<file path="config.mk">
export PLATFORM = sky130hd
export DESIGN_NAME = hazard_detect_unit
export DESIGN_NICKNAME = d
export VERILOG_FILES = /design/src/rtl/hazard_detect_unit.sv
export SDC_FILE = /design/constraint.sdc
export NUM_CORES = 1
export LEC_CHECK = 0
export CORE_UTILIZATION = 50
export DETAILED_ROUTE_END_ITERATION = 16
export DONT_BUFFER_PORTS = 1
export HOLD_SLACK_MARGIN = 0.15
export PLACE_DENSITY = 0.68
export SLEW_MARGIN = 20
export SYNTH_ARGS = -nofsm -noshare
export SYNTH_HDL_FRONTEND = slang
export SYNTH_SLANG_ARGS = --single-unit
export TNS_END_PERCENT = 5
</file>
<file path="constraint.sdc">
create_clock -name clk -period 1.6 [get_ports clk]
set_input_delay 0.32 -clock clk [delete_from_list [all_inputs] [get_ports clk]]
set_output_delay 0.32 -clock clk [all_outputs]
set_load 0.01 [all_outputs]
</file>
<file path="src/rtl/hazard_detect_unit.sv">
// Hazard detection: tracks EX/MEM shadow entries, memory port busy time and
// in-flight branches, and flags hazards to the downstream resolution FSM.
module hazard_detect_unit #(
   parameter int unsigned BR_LAT  = 2,
   parameter int unsigned MEM_LAT = 3
) (
   input  logic       clk,
   input  logic       rst,
   input  logic       id_valid,
   input  logic [4:0] id_rs1,
   input  logic [4:0] id_rs2,
   input  logic       id_uses_rs1,
   input  logic       id_uses_rs2,
   input  logic [4:0] id_rd,
   input  logic       id_wen,
   input  logic       id_is_load,
   input  logic       id_is_mem,
   input  logic       id_is_branch,
   input  logic       id_br_pred,
   input  logic       ex_br_taken,
   input  logic       pc_freeze,
   input  logic       do_flush,
   output logic       data,
   output logic       fwrd,
   output logic       str,
   output logic       ctrl,
   output logic       branch,
   output logic       crct
);

   typedef struct packed {
      logic       valid;
      logic [4:0] rd;
      logic       wen;
      logic       is_load;
      logic       is_mem;
   } shadow_t;

   localparam logic [2:0] BR_LOAD  = 3'(BR_LAT);
   localparam logic [2:0] MEM_LOAD = 3'(MEM_LAT);

   shadow_t    ex_q;
   shadow_t    mem_q;
   logic [2:0] busy_q;
   logic       br_pend_q;
   logic       br_pred_q;
   logic [2:0] br_cnt_q;

   logic hit_ex1, hit_ex2;
   logic hit_mem1, hit_mem2;
   logic any_hit, load_hit;
   logic br_capture, br_resolve;

   function automatic logic src_hit(
      input shadow_t    e,
      input logic       used,
      input logic [4:0] rs
   );
      return used & e.valid & e.wen
         & (e.rd == rs) & (rs != 5'd0);
   endfunction

   always_comb begin
      hit_ex1  = src_hit(ex_q,  id_uses_rs1, id_rs1);
      hit_ex2  = src_hit(ex_q,  id_uses_rs2, id_rs2);
      hit_mem1 = src_hit(mem_q, id_uses_rs1, id_rs1);
      hit_mem2 = src_hit(mem_q, id_uses_rs2, id_rs2);
      any_hit  = hit_ex1 | hit_ex2 | hit_mem1 | hit_mem2;
      // load data is not yet available while the load sits in EX
      load_hit = (hit_ex1 | hit_ex2) & ex_q.is_load;
   end

   always_comb begin
      br_capture = id_valid & id_is_branch
         & ~pc_freeze & ~do_flush;
      br_resolve = br_pend_q & (br_cnt_q == 3'd1);
   end

   always_comb begin
      data   = id_valid & any_hit;
      fwrd   = data & ~load_hit;
      str    = id_valid & id_is_mem & (busy_q != 3'd0);
      ctrl   = br_pend_q | (id_valid & id_is_branch);
      branch = br_resolve;
      crct   = br_resolve & (ex_br_taken == br_pred_q);
   end

   always_ff @(posedge clk) begin
      if (rst) begin
         ex_q  <= '0;
         mem_q <= '0;
      end else begin
         mem_q <= ex_q;
         if (do_flush) begin
            ex_q.valid <= 1'b0;
         end else begin
            ex_q.valid   <= id_valid & ~pc_freeze;
            ex_q.rd      <= id_rd;
            ex_q.wen     <= id_wen;
            ex_q.is_load <= id_is_load;
            ex_q.is_mem  <= id_is_mem;
         end
      end
   end

   always_ff @(posedge clk) begin
      if (rst) begin
         busy_q <= 3'd0;
      end else if (ex_q.valid & ex_q.is_mem) begin
         busy_q <= MEM_LOAD;
      end else if (busy_q != 3'd0) begin
         busy_q <= busy_q - 3'd1;
      end
   end

   // a capture in the resolution cycle simply re-arms the tracker
   always_ff @(posedge clk) begin
      if (rst) begin
         br_pend_q <= 1'b0;
         br_pred_q <= 1'b0;
         br_cnt_q  <= 3'd0;
      end else if (br_capture) begin
         br_pend_q <= 1'b1;
         br_pred_q <= id_br_pred;
         br_cnt_q  <= BR_LOAD;
      end else if (br_pend_q) begin
         br_cnt_q <= br_cnt_q - 3'd1;
         if (br_resolve)
            br_pend_q <= 1'b0;
      end
   end

endmodule

</file>
==> out/summary.md, run 1 <==
## Place
- 0.8995 — RD Place Congestion
- 1957 microns — dpl hpwl
- -0.2190 ns — pre-CTS worst setup slack
- 0 — count of buffers inserted at the top-level ports

## Power
- 49.5% — register share of total power
- 27.3% — part of the total power dissipated in combinational logic
- 886.1 nW/um^2 — total power per unit cell area
- 28.74% — sw frac
- 0.4053 mW — net switching power
- 0.6373 nW — LEAKAGE
- 1.005 mW — Internal
- 668.9 uV — Max rail drop VDD
- 23.3% — Clock Power Share

## Logic synthesis
- 24 — synthesis-stage register bit count
- 9.197 sq um — Post-Syn Area per Cell
- dfxtp_1, xor2_1, mux2i_1 — largest cells by area after synthesis
- 1232 sq um — cell area after synthesis
- 0 — Synth warnings
- 38.98% — sequential share of the synthesized area
- dfxtp_1 — library cell occupying the most area in the post-synthesis netlist
- 28 — number of unique standard cell types used by synthesis
- 134 — Gate Count Post-Synth
- 38.98% — proportion of netlist area held by the largest area contributor
- 166 — Synthesized Nets

## STA
- 2 — Setup violations, final
- 476.3 MHz — Fmax
- 2.100 ns — minimum period implied by the final worst setup slack
- yes — setup repair after global routing missed its margin
- 43.10% — worst slew margin relative to its limit
- -0.9926 ns — setup TNS after final layout
- -0.4995 ns — post-route worst setup slack
- 131.2% — Final Cycle Share
- 0.002800 ns — Final Skew
- 0 — final number of hold-violating endpoints
- 0 — count of final max-slew check failures
- 0.8507 ns — slew at the pin closest to its max-slew limit

## Routing
- 2886 microns — detailed-route wire length
- 997 — vias post-DR
- 5.303 — Via-to-Cell Ratio
- 0 — number of DRC violations after detailed routing
- 4 — detailed-routing iteration count for the pre-antenna-repair pass
- 0 — count of antenna-violating nets left after detailed routing
- 15.35 microns — average wire per standard cell
- 22 — initial detailed-routing violation count

## Finish
- dfxtp_1, nor2_1, xor2_1, dlygate4sd3_1 — commonest cells after routing, fill and taps aside
- 29.14% — Layout area overhead
- 21.88% — share of final-layout standard cells stronger than drive strength 1
- dfxtp_1 — most common library cell in the layout ignoring fill and taps
- 193 — total number of nets in the final design
- 175 — Filler Cell Count
- 0 — antenna diode instance count

## Clock network
- 3 — clock buffers created by TritonCTS
- 2 — CTS Buffer Depth
- 24 — # clock sinks
- clkbuf_4 — clk root buf
- 0.14 ns — post-CTS clock slew at the launch and capture registers of the worst setup and hold paths
- done — CTS tree
- 0.32 ns — insertion delay of the later-clocked pin in the worst-skew pair
- 1 — H-Tree Level Count

## Flow run
- 0 — number of violations of the max-capacitance limit

## Critical path
- 1.28 ns — required time worst endpoint
- 3 — Max FO, Critical Path
- 1.78 ns — WP data arrival
- flop — nature of the critical path startpoint
- output port — critical path endpoint category
- flop to output port — Worst Setup Path Type

## Floorplan
- 54.15% — starting density of the core
- 2667 sq um — floorplan die area
- 34 — number of placed I/O pins
- 17 — Std-Cell Rows
- 51.65 microns — Die W
- 51.65 microns — y dimension of the die
- 2276 sq um — placeable core region

## Global route
- 23.95% — global router's overall resource usage
- 4498 microns — first-pass GRT wire length
- 0 — total grt overflow
- 0 — initial antenna violation count
- 1001 — number of global-route vias before repair
- 25 — largest net degree at the start of global routing

## Run status
- finished with violations — outcome
- setup timing — violated checks

## Worst hold path
- primary input to flop — class of the most critical hold timing path

## sequential cells by signal (all words and copies together), names as in the netlist
name and count:
br_pred_q 1, br_pend_q 1, ex_q 9, busy_q 3, mem_q 7, br_cnt_q 3
## final timing paths
kind                            startpoint       end  slack (ns)  cells past startpoint
worst max-delay path               ex_q[5]      fwrd       -0.50                      5
worst min-delay path              do_flush   ex_q[2]        0.15                      2
worst max register to register     ex_q[3]   ex_q[3]        0.20                      4
worst min register to register     ex_q[2]  mem_q[2]        0.51                      1
## area by class of cell
cell class | count | area [sq um] | share of cell area (%)
Multi-Input combinational cell | 101 | 784.5 | 49.29
Tap cell | 28 | 35.03 | 2.201
Timing Repair Buffer | 25 | 225.2 | 14.15
Inverter | 6 | 22.52 | 1.415
Clock buffer | 4 | 36.28 | 2.280
Sequential cell | 24 | 488.0 | 30.66
## logic make-up (layout without fill, tap and decap cells)
family,Yosys count,after routing,share of synthesized area [%]
simple gates,54,54,24.47
fa+ha+maj,4,4,4.061
mux,10,10,8.122
xor+xnor,24,24,17.06
buf+inv,9,35,2.842
compound gates,9,9,4.467
flops,24,24,38.98
## synth_stat cells
cell type,count
a211oi_2,1
a21boi_1,1
a21oi_1,6
and2_2,1
and3_1,1
and4_1,1
buf_2,1
clkbuf_1,2
dfxtp_1,24
ha_1,4
inv_1,6
mux2i_1,10
nand2_1,6
nand2b_1,2
nand3_1,4
nand4_1,1
nand4b_1,1
nor2_1,16
nor2_2,1
nor2b_1,7
nor3_1,5
nor3b_1,1
nor4_1,5
nor4b_4,1
o21ai_0,1
or4_4,1
xnor2_1,8
xor2_1,16
## power groups by stage
stage / clock network, mW / registers (mW) / logic (mW)
finish: 0.328 / 0.697 / 0.385
global route: 0.353 / 0.705 / 0.430
CTS: 0.334 / 0.695 / 0.372
detailed placement: 0 / 0.705 / 0.286
global placement: 0 / 0.703 / 0.273
floorplan: 0 / 0.699 / 0.246
## per-stage QoR
step	instances	power (mW)	util (%)	cell area [sq um]	hold WS (ns)
floorplan	134	0.9450	-	1232	0.3916
global placement	168	0.9762	58.11	1323	0.3952
detailed placement	168	0.9910	58.11	1323	0.3957
CTS	188	1.401	68.61	1562	0.1516
global route	188	1.488	69.93	1592	0.1582
finish	188	1.410	69.93	1592	0.1536
## critical path, cell delays in order, from the launching register on
cell      delay [ns]
dfxtp_2         0.37
xor2_2          0.16
nor4_4          0.30
nand4b_1        0.17
and2_4          0.21
a211oi_4        0.24
## routing by layer
layer	wire [microns]	part of all wire (%)	track usage (%)
met4	43	1.5	12.61
met5	0	0	0
met2	1449	50	42.86
met3	175	6.1	5.263
met1	1217	42	26.09
## repair_timing
action                                 CTS  global route
setup endpoints to repair                4             4
hold buffers                            15             0
pin swaps                                9             2
gates resized for setup                 13             6
setup buffers                            1             0
endpoints found under the hold margin   24             0
Note: power is estimated with default switching activity, not from simulation.
==> run 2: changes to the inputs <==
- CAP_MARGIN: not set -> 20
- CTS_CLUSTER_SIZE: not set -> 25
==> results of run 2 <==
Final layout, timing and power as in run 1 (identical DEF).
==> run 3: changes to the inputs <==
- PLACE_DENSITY: 0.68 -> not set
- clock period: 1.6 -> 2.6 ns (I/O delays scaled with it)
==> run 3 against run 2 <==
Effect of this change:
- first-iteration DRC count fell by 55%
- clock power is 52% lower
- via count down 13%
- clock-buffer cell count is 1 lower
- clock skew fell by 0.0018 ns
- non-clock buffer count shrank 25
- critical endpoint unchanged
- worst hold slack improved by 0.11 ns
- final cell count shrank 14%
- the run now ends clean
==> out/summary.md, run 3 (synthesis results as in run 1) <==
## Clock network
- 1 — H-Tree Level Count, unchanged
- 24 — # clock sinks, unchanged
- 2 — CTS Buffer Depth, unchanged
- done — CTS tree
- 3 — clock buffers created by TritonCTS, unchanged
- 0 — number of setup buffers added after CTS, -1
- clkbuf_4 — clk root buf
- 0.12 ns — post-CTS clock slew at the launch and capture registers of the worst setup and hold paths, -0.02 ns
- 0 — hold_buf cts, -15
- 0.30 ns — insertion delay of the later-clocked pin in the worst-skew pair, -0.02 ns
- 0 — post-cts gate resize count, -13

## Finish
- ex_q — Top reg by flops
- 5.970% — share of final-layout standard cells stronger than drive strength 1, -16 points
- ex_q x9, mem_q x7 — Top Registers
- dfxtp_1 — most common library cell in the layout ignoring fill and taps
- 3.655% — Layout area overhead
- 0 — antenna diode instance count, unchanged
- 168 — total number of nets in the final design, -13%
- 1277 sq um — Layout Cell Area excl Fill, -20%
- 9 — max reg flops, unchanged
- dfxtp_1, nor2_1, xor2_1, mux2i_1, xnor2_1 — commonest cells after routing, fill and taps aside

## STA
- 0 — count of final max-slew check failures, unchanged
- 2.376 ns — minimum period implied by the final worst setup slack
- 0 ns — setup TNS after final layout, +0.9926 ns
- 0 — Setup violations, final, -2
- 91.37% — Final Cycle Share
- 0.3746 ns — slew at the pin closest to its max-slew limit, -0.4762 ns
- 0 — final number of hold-violating endpoints, unchanged
- 0.2243 ns — post-route worst setup slack, +0.7238 ns
- 0.2640 ns — final-layout worst hold slack, +0.1104 ns
- 420.9 MHz — Fmax
- 0.0009598 ns — Final Skew, -0.001840 ns
- no — setup repair after global routing missed its margin
- 74.92% — worst slew margin relative to its limit, +32 points

## Global route
- 18.49% — global router's overall resource usage, -5.5 points
- 3560 microns — first-pass GRT wire length, -21%
- 4.971% — met3 Usage GRT, -0.29 points
- 0 — total grt overflow, unchanged
- 0 — initial antenna violation count, unchanged
- 831 — number of global-route vias before repair, -17%
- 27.06% — global routing usage on met2, -16 points
- met2 — most heavily used metal layer in global routing
- 25.32% — met1 track demand over resource in global routing, -0.77 points
- 25 — largest net degree at the start of global routing, unchanged

## Critical path
- 1.86 ns — WP data arrival, +0.08 ns
- 2.08 ns — required time worst endpoint, +0.80 ns
- busy_q[0] — worst reg2reg startpoint
- output port — critical path endpoint category
- flop — nature of the critical path startpoint
- flop to output port — Worst Setup Path Type
- ex_q[7] — critical path startpoint
- 4 — Max FO, Critical Path, +1

## Routing
- 2210 microns — detailed-route wire length, -23%
- 0 — number of DRC violations after detailed routing, unchanged
- 5.333 — Via-to-Cell Ratio, +0.57%
- 4 — detailed-routing iteration count for the pre-antenna-repair pass, unchanged
- 0 — count of antenna-violating nets left after detailed routing, unchanged
- 13.64 microns — average wire per standard cell, -11%
- 864 — vias post-DR, -13%
- 10 — initial detailed-routing violation count, -55%

## Flow run
- 0 — number of violations of the max-capacitance limit, unchanged

## Place
- 0.8630 — RD Place Congestion, -4.1%
- 0 — count of buffers inserted at the top-level ports, unchanged
- 1765 microns — dpl hpwl, -9.8%
- 1255 sq um — instance area at placement, -5.1%
- 0.3925 ns — pre-CTS worst setup slack, +0.6116 ns

## Floorplan
- 54.15% — starting density of the core, unchanged
- 34 — number of placed I/O pins, unchanged
- 17 — Std-Cell Rows, unchanged
- 51.65 microns — y dimension of the die, unchanged
- 2276 sq um — placeable core region, unchanged
- 2667 sq um — floorplan die area, unchanged
- 51.65 microns — Die W, unchanged

## Worst hold path
- rst — beginning of the worst hold path
- primary input to flop — class of the most critical hold timing path

## Run status
- finished clean — outcome

## Power
- 0.5115 nW — LEAKAGE, -20%
- 0.7511 mW — Power Total, -47%
- 350.6 uV — Max rail drop VDD, -48%
- 587.9 nW/um^2 — total power per unit cell area, -34%

run 3: cell types whose count changed in the layout (fill, tap and decap cells not counted), moves of 2 or more:
cell	before	now
a21oi_2	2	0
dfxtp_2	6	0
a21oi_1	4	6
buf_4	10	0
dlygate4sd3_1	15	0
dfxtp_1	18	24
run 3: critical path, cell delays in order (launching register included):
cell and delay [ns]:
dfxtp_1 0.37, xor2_1 0.17, nor4_1 0.28, nand4b_1 0.18, and2_2 0.22, a211oi_2 0.32
run 3: worst paths after layout:
| check | slack, ns | end | depth (start not counted) |
|---|---|---|---|
| setup reg to reg | 1.49 | busy_q[0] | 5 |
| hold reg to reg | 0.51 | mem_q[2] | 1 |
| setup / recovery | 0.22 | fwrd | 5 |
| hold / removal | 0.26 | mem_q[6] | 1 |
run 3: final cells by class:
type / count / area [sq um]
inverter: 6 / 22.52
multi-input combinational: 101 / 716.9
tap: 28 / 35.03
clock buffer: 3 / 22.52
fill: 206 / 998.5
sequential: 24 / 480.5
run 3: layer usage:
layer / part of all wire (%) / up-vias
met5: 0 / -
met4: 0.63 / 0
met3: 7.0 / 2
met2: 43 / 26
met1: 49 / 387
li1: - / 449
run 3: where the power goes:
group          switching [mW]  internal, mW  leakage (nW)
Sequential             0.0257         0.403         0.197
Combinational          0.0772        0.0861         0.301
Clock                   0.105        0.0541        0.0138
run 3: metrics by stage:
step | utilization (%) | std cells
floorplan | - | 134
global placement | 55.14 | 159
detailed placement | 55.14 | 159
CTS | 56.13 | 162
global route | 56.13 | 162
finish | 56.13 | 162
